--- src/rtl/canvas_scheduler_pkg.sv ---
`default_nettype none
// ============================================================================
// canvas_pkg : shared canvas geometry, state encoding and stream widths
// Rev 1.0
// ============================================================================
package canvas_pkg;

    localparam int CANVAS_DIM    = 28;
    localparam int CANVAS_PIXELS = CANVAS_DIM * CANVAS_DIM;
    localparam int PIX_MAX       = 2048;

    localparam int COORD_W = 5;
    localparam int CELL_W  = 16;
    localparam int PIX_W   = 8;
    localparam int DIGIT_W = 4;
    localparam int TCNT_W  = 8;

    localparam logic [COORD_W-1:0] COORD_LAST = COORD_W'(CANVAS_DIM - 1);

    typedef enum logic [2:0] {
        ST_IDLE    = 3'd0,
        ST_CLEAR   = 3'd1,
        ST_STREAM  = 3'd2,
        ST_WAIT_NN = 3'd3,
        ST_SHOW    = 3'd4
    } sched_state_t;

    function automatic logic is_last_cell(input logic [COORD_W-1:0] x,
                                          input logic [COORD_W-1:0] y);
        return (x == COORD_LAST) && (y == COORD_LAST);
    endfunction

endpackage
`default_nettype wire

--- src/rtl/canvas_scheduler_if.sv ---
`default_nettype none
// ============================================================================
// canvas_scheduler_if : pixel stream and classification handshake to NN core
// Rev 1.0
// ============================================================================
interface canvas_scheduler_if;
    import canvas_pkg::*;

    logic               px_valid;
    logic               px_ready;
    logic [PIX_W-1:0]   px_data;
    logic               px_last;
    logic               nn_start;
    logic               nn_done;
    logic [DIGIT_W-1:0] nn_digit;

    modport master (
        output px_valid, px_data, px_last, nn_start,
        input  px_ready, nn_done, nn_digit
    );

    modport slave (
        input  px_valid, px_data, px_last, nn_start,
        output px_ready, nn_done, nn_digit
    );

endinterface
`default_nettype wire

--- src/rtl/canvas_scheduler_pixel_quantizer.sv ---
`default_nettype none
// ============================================================================
// pixel_quantizer : 16-bit canvas cell to 8-bit pixel, saturating at the top
// Rev 1.0
// ============================================================================
module pixel_quantizer
    import canvas_pkg::*;
(
    input  logic [CELL_W-1:0] cell_i,
    output logic [PIX_W-1:0]  pix_o
);

    // At PIX_MAX-1 the shifted value is already full scale, so saturating
    // from there on keeps the transfer curve monotonic.
    localparam logic [CELL_W-1:0] SAT_LEVEL = CELL_W'(PIX_MAX - 1);

    always_comb begin
        pix_o = cell_i[10:3];
        if (cell_i >= SAT_LEVEL) begin
            pix_o = '1;
        end
    end

endmodule
`default_nettype wire

--- src/rtl/canvas_scheduler.sv ---
`default_nettype none
// ============================================================================
// canvas_scheduler : gates drawing, clears the canvas, streams it to the NN
//                    core and holds the recognised digit.   Rev 1.0
// ============================================================================
module canvas_scheduler
    import canvas_pkg::*;
#(
    parameter int NN_TIMEOUT = 255
)
(
    input  logic                frame_clk,
    input  logic                Reset,
    input  logic                draw_btn,
    input  logic                clear_req,
    input  logic                classify_req,
    output logic                Run,
    output logic                canvas_clear,
    output logic [COORD_W-1:0]  rd_x,
    output logic [COORD_W-1:0]  rd_y,
    input  logic [CELL_W-1:0]   rd_data,
    canvas_scheduler_if.master  nn_if,
    output logic [DIGIT_W-1:0]  digit,
    output logic                digit_valid,
    output logic                busy,
    output logic                timeout_err
);

    localparam logic [TCNT_W-1:0] TIMEOUT_LAST = TCNT_W'(NN_TIMEOUT - 1);

    sched_state_t       state_q,  state_d;
    logic [COORD_W-1:0] x_q,      x_d;
    logic [COORD_W-1:0] y_q,      y_d;
    logic [TCNT_W-1:0]  tcnt_q,   tcnt_d;
    logic [DIGIT_W-1:0] digit_q,  digit_d;
    logic               dvalid_q, dvalid_d;
    logic               terr_q,   terr_d;

    logic               streaming;
    logic               waiting;
    logic               drawable;
    logic               at_last;
    logic               xfer;
    logic [PIX_W-1:0]   quant_pix;

    assign streaming = (state_q == ST_STREAM);
    assign waiting   = (state_q == ST_WAIT_NN);
    assign drawable  = (state_q == ST_IDLE) || (state_q == ST_SHOW);
    assign at_last   = is_last_cell(x_q, y_q);
    assign xfer      = streaming && nn_if.px_ready;

    pixel_quantizer u_quant (
        .cell_i (rd_data),
        .pix_o  (quant_pix)
    );

    always_ff @(posedge frame_clk or posedge Reset) begin
        if (Reset) begin
            state_q  <= ST_IDLE;
            x_q      <= '0;
            y_q      <= '0;
            tcnt_q   <= '0;
            digit_q  <= '0;
            dvalid_q <= 1'b0;
            terr_q   <= 1'b0;
        end else begin
            state_q  <= state_d;
            x_q      <= x_d;
            y_q      <= y_d;
            tcnt_q   <= tcnt_d;
            digit_q  <= digit_d;
            dvalid_q <= dvalid_d;
            terr_q   <= terr_d;
        end
    end

    always_comb begin
        state_d  = state_q;
        x_d      = x_q;
        y_d      = y_q;
        tcnt_d   = tcnt_q;
        digit_d  = digit_q;
        dvalid_d = dvalid_q;
        terr_d   = terr_q;

        unique case (state_q)
            ST_IDLE, ST_SHOW: begin
                if (clear_req) begin
                    state_d  = ST_CLEAR;
                    dvalid_d = 1'b0;
                    terr_d   = 1'b0;
                end else if (classify_req) begin
                    state_d  = ST_STREAM;
                    x_d      = '0;
                    y_d      = '0;
                    dvalid_d = 1'b0;
                    terr_d   = 1'b0;
                end
            end

            ST_CLEAR: begin
                state_d = ST_IDLE;
            end

            ST_STREAM: begin
                if (xfer) begin
                    if (x_q == COORD_LAST) begin
                        x_d = '0;
                        if (y_q == COORD_LAST) begin
                            y_d     = '0;
                            tcnt_d  = '0;
                            state_d = ST_WAIT_NN;
                        end else begin
                            y_d = y_q + 1'b1;
                        end
                    end else begin
                        x_d = x_q + 1'b1;
                    end
                end
            end

            ST_WAIT_NN: begin
                // A verdict in the final counted cycle still beats the timeout.
                if (nn_if.nn_done) begin
                    digit_d  = nn_if.nn_digit;
                    dvalid_d = 1'b1;
                    tcnt_d   = '0;
                    state_d  = ST_SHOW;
                end else if (tcnt_q == TIMEOUT_LAST) begin
                    terr_d   = 1'b1;
                    tcnt_d   = '0;
                    state_d  = ST_IDLE;
                end else begin
                    tcnt_d   = tcnt_q + 1'b1;
                end
            end

            default: begin
                state_d = ST_IDLE;
            end
        endcase
    end

    assign Run          = draw_btn && drawable;
    assign canvas_clear = (state_q == ST_CLEAR);
    assign rd_x         = x_q;
    assign rd_y         = y_q;
    assign busy         = streaming || waiting;

    // Pixel lines read zero outside STREAM so the core never sees stale data.
    assign nn_if.px_valid = streaming;
    assign nn_if.px_data  = streaming ? quant_pix : '0;
    assign nn_if.px_last  = streaming && at_last;
    assign nn_if.nn_start = waiting && (tcnt_q == '0);

    assign digit       = digit_q;
    assign digit_valid = dvalid_q;
    assign timeout_err = terr_q;

endmodule
`default_nettype wire

--- src/flat_wrapper.sv ---
// flat-port wrapper written by rule: the top's interface ports become plain ports
module canvas_scheduler_flat import canvas_pkg::*;
#(
    parameter int NN_TIMEOUT = 255
)
  (frame_clk, Reset, draw_btn, clear_req, classify_req, Run, canvas_clear, rd_x, rd_y, rd_data, digit, digit_valid, busy, timeout_err, nn_if_px_valid, nn_if_px_data, nn_if_px_last, nn_if_nn_start, nn_if_px_ready, nn_if_nn_done, nn_if_nn_digit);
  canvas_scheduler_if nn_if_i ();
  input  logic frame_clk;
  input  logic Reset;
  input  logic draw_btn;
  input  logic clear_req;
  input  logic classify_req;
  output logic Run;
  output logic canvas_clear;
  output logic [COORD_W-1:0] rd_x;
  output logic [COORD_W-1:0] rd_y;
  input  logic [CELL_W-1:0] rd_data;
  output logic [DIGIT_W-1:0] digit;
  output logic digit_valid;
  output logic busy;
  output logic timeout_err;
  output wire logic [$bits(nn_if_i.px_valid)-1:0] nn_if_px_valid;
  output wire logic [$bits(nn_if_i.px_data)-1:0] nn_if_px_data;
  output wire logic [$bits(nn_if_i.px_last)-1:0] nn_if_px_last;
  output wire logic [$bits(nn_if_i.nn_start)-1:0] nn_if_nn_start;
  input wire logic [$bits(nn_if_i.px_ready)-1:0] nn_if_px_ready;
  input wire logic [$bits(nn_if_i.nn_done)-1:0] nn_if_nn_done;
  input wire logic [$bits(nn_if_i.nn_digit)-1:0] nn_if_nn_digit;
  assign nn_if_px_valid = nn_if_i.px_valid;
  assign nn_if_px_data = nn_if_i.px_data;
  assign nn_if_px_last = nn_if_i.px_last;
  assign nn_if_nn_start = nn_if_i.nn_start;
  assign nn_if_i.px_ready = nn_if_px_ready;
  assign nn_if_i.nn_done = nn_if_nn_done;
  assign nn_if_i.nn_digit = nn_if_nn_digit;
  canvas_scheduler #(.NN_TIMEOUT(NN_TIMEOUT)) u_core (.frame_clk(frame_clk), .Reset(Reset), .draw_btn(draw_btn), .clear_req(clear_req), .classify_req(classify_req), .Run(Run), .canvas_clear(canvas_clear), .rd_x(rd_x), .rd_y(rd_y), .rd_data(rd_data), .nn_if(nn_if_i), .digit(digit), .digit_valid(digit_valid), .busy(busy), .timeout_err(timeout_err));
endmodule
--- config.mk ---
export PLATFORM = sky130hd
export DESIGN_NAME = canvas_scheduler_flat
export DESIGN_NICKNAME = d
export VERILOG_FILES = /design/src/rtl/canvas_scheduler_pkg.sv /design/src/rtl/canvas_scheduler_if.sv /design/src/rtl/canvas_scheduler_pixel_quantizer.sv /design/src/rtl/canvas_scheduler.sv /design/src/flat_wrapper.sv
export SDC_FILE = /design/constraint.sdc
export NUM_CORES = 1
export LEC_CHECK = 0
export ABC_AREA = 1
export CAP_MARGIN = 20
export CORE_ASPECT_RATIO = 0.6
export CORE_MARGIN = 4
export CORE_UTILIZATION = 47
export CTS_CLUSTER_SIZE = 20
export DETAILED_ROUTE_END_ITERATION = 16
export GPL_ROUTABILITY_DRIVEN = 1
export GPL_TIMING_DRIVEN = 0
export PLACE_DENSITY = 0.83
export SLEW_MARGIN = 25
export SYNTH_ARGS = -nofsm -noshare
export SYNTH_HDL_FRONTEND = slang
export SYNTH_SLANG_ARGS = --single-unit
--- constraint.sdc ---
create_clock -name frame_clk -period 2.2 [get_ports frame_clk]
set_clock_uncertainty 0.15 [all_clocks]
set_input_delay 0.22 -clock frame_clk [delete_from_list [all_inputs] [get_ports frame_clk]]
set_output_delay 0.22 -clock frame_clk [all_outputs]
set_load 0.01 [all_outputs]
Yosys cells after proc, flatten, opt, wreduce, memory -nomap -nowiden --
Index checks and enable logic that the tools add are counted.
Storage, ports and cells: register bits after elaboration 27, latch bits 0, bits in writable memories 0, memory bits (read-only) 0, input port bits 27, output and inout port bits 30, memories 0
Cells by class: add/subtract/negate cells 3, multipliers 0, div/mod/pow operators 0, magnitude comparators 1, eq/ne operators 17, shift-type cells 0, muxes and demuxes 32, bitwise operators 0, reduce and logical (&&, ||, !) cells 20
Operator list (number):
- 2-to-1 mux 8 bit | 7
- 2-to-1 mux 5 bit | 7
- 2-to-1 mux 3 bit | 7
- case mux 5 bit (2 select lines) | 2
- >= comparator 16 x 11 -> 1 bit, second input constant | 1
- != test 2 bit, second input constant | 8
- case mux 8 bit (2 select lines) | 1
- AND reduction 4 bit | 3
- adder 5 x 1 -> 5 bit, second input constant | 2
- == test 5 bit, second input constant | 2
- AND reduction 5 bit | 2
- case mux 3 bit (3 select lines) | 1
- adder 8 x 1 -> 8 bit, second input constant | 1
- == test 8 bit, second input constant | 1
- zero test 8 bit | 1
- == test 3 x 2 -> 1 bit, second input constant | 2
- != test 3 bit, second input constant | 2
- nonzero test 2 bit | 3
- logical AND 1 bit | 5
- 2-to-1 mux 1 bit | 5
- case mux 1 bit (2 select lines) | 2
- == test 3 x 1 -> 1 bit, second input constant | 1
- == test 3 bit, second input constant | 1
- zero test 3 bit | 1
- 4 further kinds | 5

Logic depth before layout (Yosys ltp) --
depth after elaboration 5, mapped depth 9, gate-level depth less buffers 9

By module --
A second synthesis with hierarchy kept.
Second synthesis, totals: cell total of the unflattened synthesis 264, area total of the unflattened synthesis 1960.6 sq um
By module, submodules not included:
- canvas_scheduler | instances 1, cells each 232, area each 1795.5 sq um, seq. area each 675.6 sq um
- pixel_quantizer | instances 1, cells each 32, area each 165.2 sq um, seq. area each 0.0 sq um

Worst setup path before layout --
Ideal clock, no wire load.
path kind flip-flop to output port, from reg u_core.state_q[2], to out nn_if_nn_start, data arrival time 1231 ps, required time 1830 ps, slack 599 ps, stages on the path, launching flop included 6, path buffers 0, path through dfrtp_1 > inv_1 > nand2_4 > nor2_8 > nand4_1 > nor4_1
Between the ends: word-level cells in the longest chain between the ends 2
RTL lines:
- start, declared | RTL line canvas_scheduler.sv:31 | sched_state_t state_q, state_d;
- start signal, assigned | RTL line canvas_scheduler.sv:67 | state_q <= state_d;
- == test 3 x 2 -> 1 bit | RTL line canvas_scheduler.sv:47 | assign waiting = (state_q == ST_WAIT_NN);
- logical AND 1 bit | RTL line canvas_scheduler.sv:154 | assign nn_if.nn_start = waiting && (tcnt_q == '0);
- end, declared | RTL line flat_wrapper.sv:25 | output wire logic [$bits(nn_if_i.nn_start)-1:0] nn_if_nn_start;
Every way passes these cells.

Final worst setup path --
from reg u_core.state_q[2], to out nn_if_px_valid
Between the ends: word-level cells in the longest chain between the ends 1
RTL lines:
- == test 3 x 2 -> 1 bit | RTL line canvas_scheduler.sv:46 | assign streaming = (state_q == ST_STREAM);
- end, declared | RTL line flat_wrapper.sv:22 | output wire logic [$bits(nn_if_i.px_valid)-1:0] nn_if_px_valid;
Every way passes these cells.

==> results.toml <==
[routing]
drt_pre_antenna_iters = 4
wl_per_cell_um = 13.8
drtAntennaViolNets = 0
highest_layer = "met4"
finalWirelength_mm = 5.01
dr_wl_met3_um = 352
via_per_inst = 5.17
met1_length_mm = 2.32
vias = 1875
remaining_routing_drc_violations = 0
met2WireLength_mm = 2.27
detail_route.iter0.violations = 123

[global_route]
grt_overflow = 0
gr-usage-all-layers_pct = 21.1
first_global_vias = 1822
grt_max_degree = 28
initial_antenna_violation_count = 0
grt_first_pass_wirelength_mm = 8.32

[power]
switching_share_pct = 42.7
power-per-cell-area_nw_per_um2 = 944
comb_power_share_pct = 57.6
peak_supply_drop_uv = 611
clock_power_share_pct = 12.1
p_int_mw = 1.39
power_leakage_nw = 1.30
power.switching_mw = 1.04
power_frac_seq_pct = 30.3

[yosys]
postSynthAreaPerCell_um2 = 7.38
synth.yosys.seq_area_share_pct = 36.8
syn-instance-count = 249
synth.distinct_cells = 31
net_count_synth = 281
synth_area_um2 = 1840
synth-warning-count = 0
synth-seq-cells = 27

[critical_path]
timing.critical_path.to_type = "primary output"
setup.reg_to_reg.worst_slack_ns = 0.39
critPathMaxFanout = 10
worst_ep_required_time_ns = 1.83
r2r_end = "u_core.tcnt_q[1]$_DFFE_PP0P_"
critical_path_arrival_ns = 1.75
setup.worst_path.class = "flop to primary output"
worstRegToRegCells = 6
critical_path.startpoint_type = "flop"
timing.rr.start = "u_core.rd_y[1]$_DFFE_PP0P_"

[sta]
post-route-min-period_ns = 2.12
setup_viol = 0
timing_hold_violations_final = 0
maxClockFrequency_ghz = 0.473
slew_headroom_pct = 61.5
rsz0062_at_grt = "false"
final_hold_slack_ns = 0.161
min_period_over_period_pct = 96.2
setup-tns-final_ns = 0
timing.final.max_slew_violations = 0
actual_transition_at_the_worst_max_transition_pin_ns = 0.577

[job]
drv.max_cap_violation_count = 0

[cells_and_area]
layoutNonFillerInstCount = 363
syn_to_final_growth_pct = 39.8
layout-drive-gt1-share_pct = 12.7
filler_cell_count = 307
num_antenna_cells = 0
final_nets = 349
layout.cells.most_common = "nand2_1"
layout_common_cells = "nand2_1 (70), clkdlybuf4s50_1 (47), inv_1 (36)"

[clock_tree]
hold_buffers = 0
cts-buffers-inserted = 3
clock_latency_on_the_worst_skew_pair_ns = 0.28
cts_htree_levels = 1
cts_tree = "yes"
cts.clk_slew.worst_paths_ns = 0.10
clockBufferDepth = 2
cts_sink_cnt = 27
clock-root-buffer = "clkbuf_8"

[status]
run_status = "finished clean"

[worst_hold_path]
hold_path_class = "primary input to async pin"

[floorplanning]
die_height_um = 56.4
coreArea_um2 = 3720
design.portCount = 57
die_area_um2 = 5010
floorplan.die.width_um = 88.7
floorplan.rows = 17
initial_core_util_pct = 49.4

[placed_design]
numPortBuffers = 56
gp_congestion = 0.836
hpwlAfterDp_mm = 3.74
placed_cells = 352
[power by group through the flow]
stage | Combinational, mW | Sequential, mW | Clock [mW]
5_1_grt | 1.54 | 0.751 | 0.316
2_1_floorplan | 0.777 | 0.756 | 0
6_report | 1.40 | 0.735 | 0.293
3_3_place_gp | 1.34 | 0.738 | 0
4_1_cts | 1.39 | 0.730 | 0.292
3_5_place_dp | 1.38 | 0.741 | 0
[cell usage after synthesis]
cell | n | area (µm²)
ha_1 | 5 | 62.6
xor2_1 | 6 | 52.6
nand3_4 | 1 | 17.5
dfrtp_1 | 27 | 676
inv_2 | 1 | 3.75
buf_6 | 1 | 11.3
and3_1 | 1 | 6.26
nand2_2 | 2 | 12.5
nor4_1 | 1 | 6.26
o21ai_1 | 4 | 20.0
mux2_4 | 4 | 60.1
buf_4 | 1 | 7.51
inv_1 | 38 | 143
nand3b_1 | 4 | 30.0
nand2_4 | 2 | 22.5
a21oi_1 | 4 | 20.0
nor2_1 | 22 | 82.6
nor2_8 | 2 | 40.0
nand3_2 | 2 | 20.0
or2_2 | 1 | 6.26
nand4_1 | 9 | 56.3
or2_1 | 1 | 6.26
o21ai_2 | 1 | 8.76
nor3_1 | 3 | 15.0
nand3_1 | 19 | 95.1
buf_2 | 1 | 5.00
inv_4 | 1 | 6.26
o21bai_1 | 2 | 15.0
a31oi_1 | 2 | 12.5
nand2_1 | 70 | 263
o21ai_0 | 11 | 55.1
[routing by layer]
layer,track usage (%),vias to the layer above
met5,0,-
met4,3.88,0
met3,4.55,8
met2,32.9,71
met1,30.3,867
li1,-,929
[critical path, stage by stage, from the launching register on]
cell	delay (ns)
dfrtp_1	0.42
inv_2	0.11
nand2_4	0.10
nor2_8	0.14
buf_6	0.16
clkdlybuf4s50_1	0.54
[sequential cells by signal, summed over array words and instances (netlist names)]
signal and flops:
u_core.tcnt_q 8, u_core.rd_x 5, u_core.rd_y 5, u_core.digit 4, u_core.state_q 3, u_core.digit_valid 1, u_core.timeout_err 1
[layout make-up]
class	instances	area, µm²	share of cell area (%)
buffer	3	27.5	1.07
clock buffer	4	45.0	1.75
inverter	40	153	5.94
multi-input combinational	179	1010	39.1
sequential	27	678	26.4
tap	47	58.8	2.29
timing repair buffer	63	602	23.4
[what timing repair did]
item	4_1_cts	5_1_grt
gates cloned	0	0
gates resized for setup	16	4
buffers inserted	5	2
pin swaps	2	2
endpoints found under the setup margin	11	5
[how the worst max path moves through the flow]
stage / from / endpoint / slack [ns]
3_3_place_gp: rd_data[4] / nn_if_px_data[5] / -0.14
4_1_cts: rd_data[4] / nn_if_px_data[7] / 0.002
3_5_place_dp: rd_data[4] / nn_if_px_data[5] / -0.22
2_1_floorplan: u_core.state_q[2]$_DFFE_PP0P_ / nn_if_nn_start / 0.60
6_report: u_core.state_q[2]$_DFFE_PP0P_ / nn_if_px_valid / 0.08
5_1_grt: rd_data[7] / nn_if_px_data[5] / 0.007
[per-stage QoR]
step	setup slack [ns]	util [%]	cell area (µm²)	total power, mW
2_1_floorplan	0.599	-	1840	1.53
3_3_place_gp	-0.143	66.0	2460	2.08
3_5_place_dp	-0.218	66.0	2460	2.12
4_1_cts	0.00185	68.6	2550	2.41
5_1_grt	0.00694	69.0	2570	2.61
6_report	0.0842	69.0	2570	2.43
[cells by family (layout without fill, tap and decap cells)]
| group | Yosys count | in the layout | share of synthesized area, % |
|---|---|---|---|
| muxes | 4 | 4 | 3.27 |
| AOI/OAI and AO/OA | 24 | 24 | 7.15 |
| and+or+nand+nor | 140 | 140 | 37.0 |
| buffers and inverters | 43 | 110 | 9.60 |
| DFF | 27 | 27 | 36.8 |
| xor gates and xnor gates | 6 | 6 | 2.86 |
| adders and majority gates | 5 | 5 | 3.40 |
No activity file was read; power rests on OpenSTA's default activity.
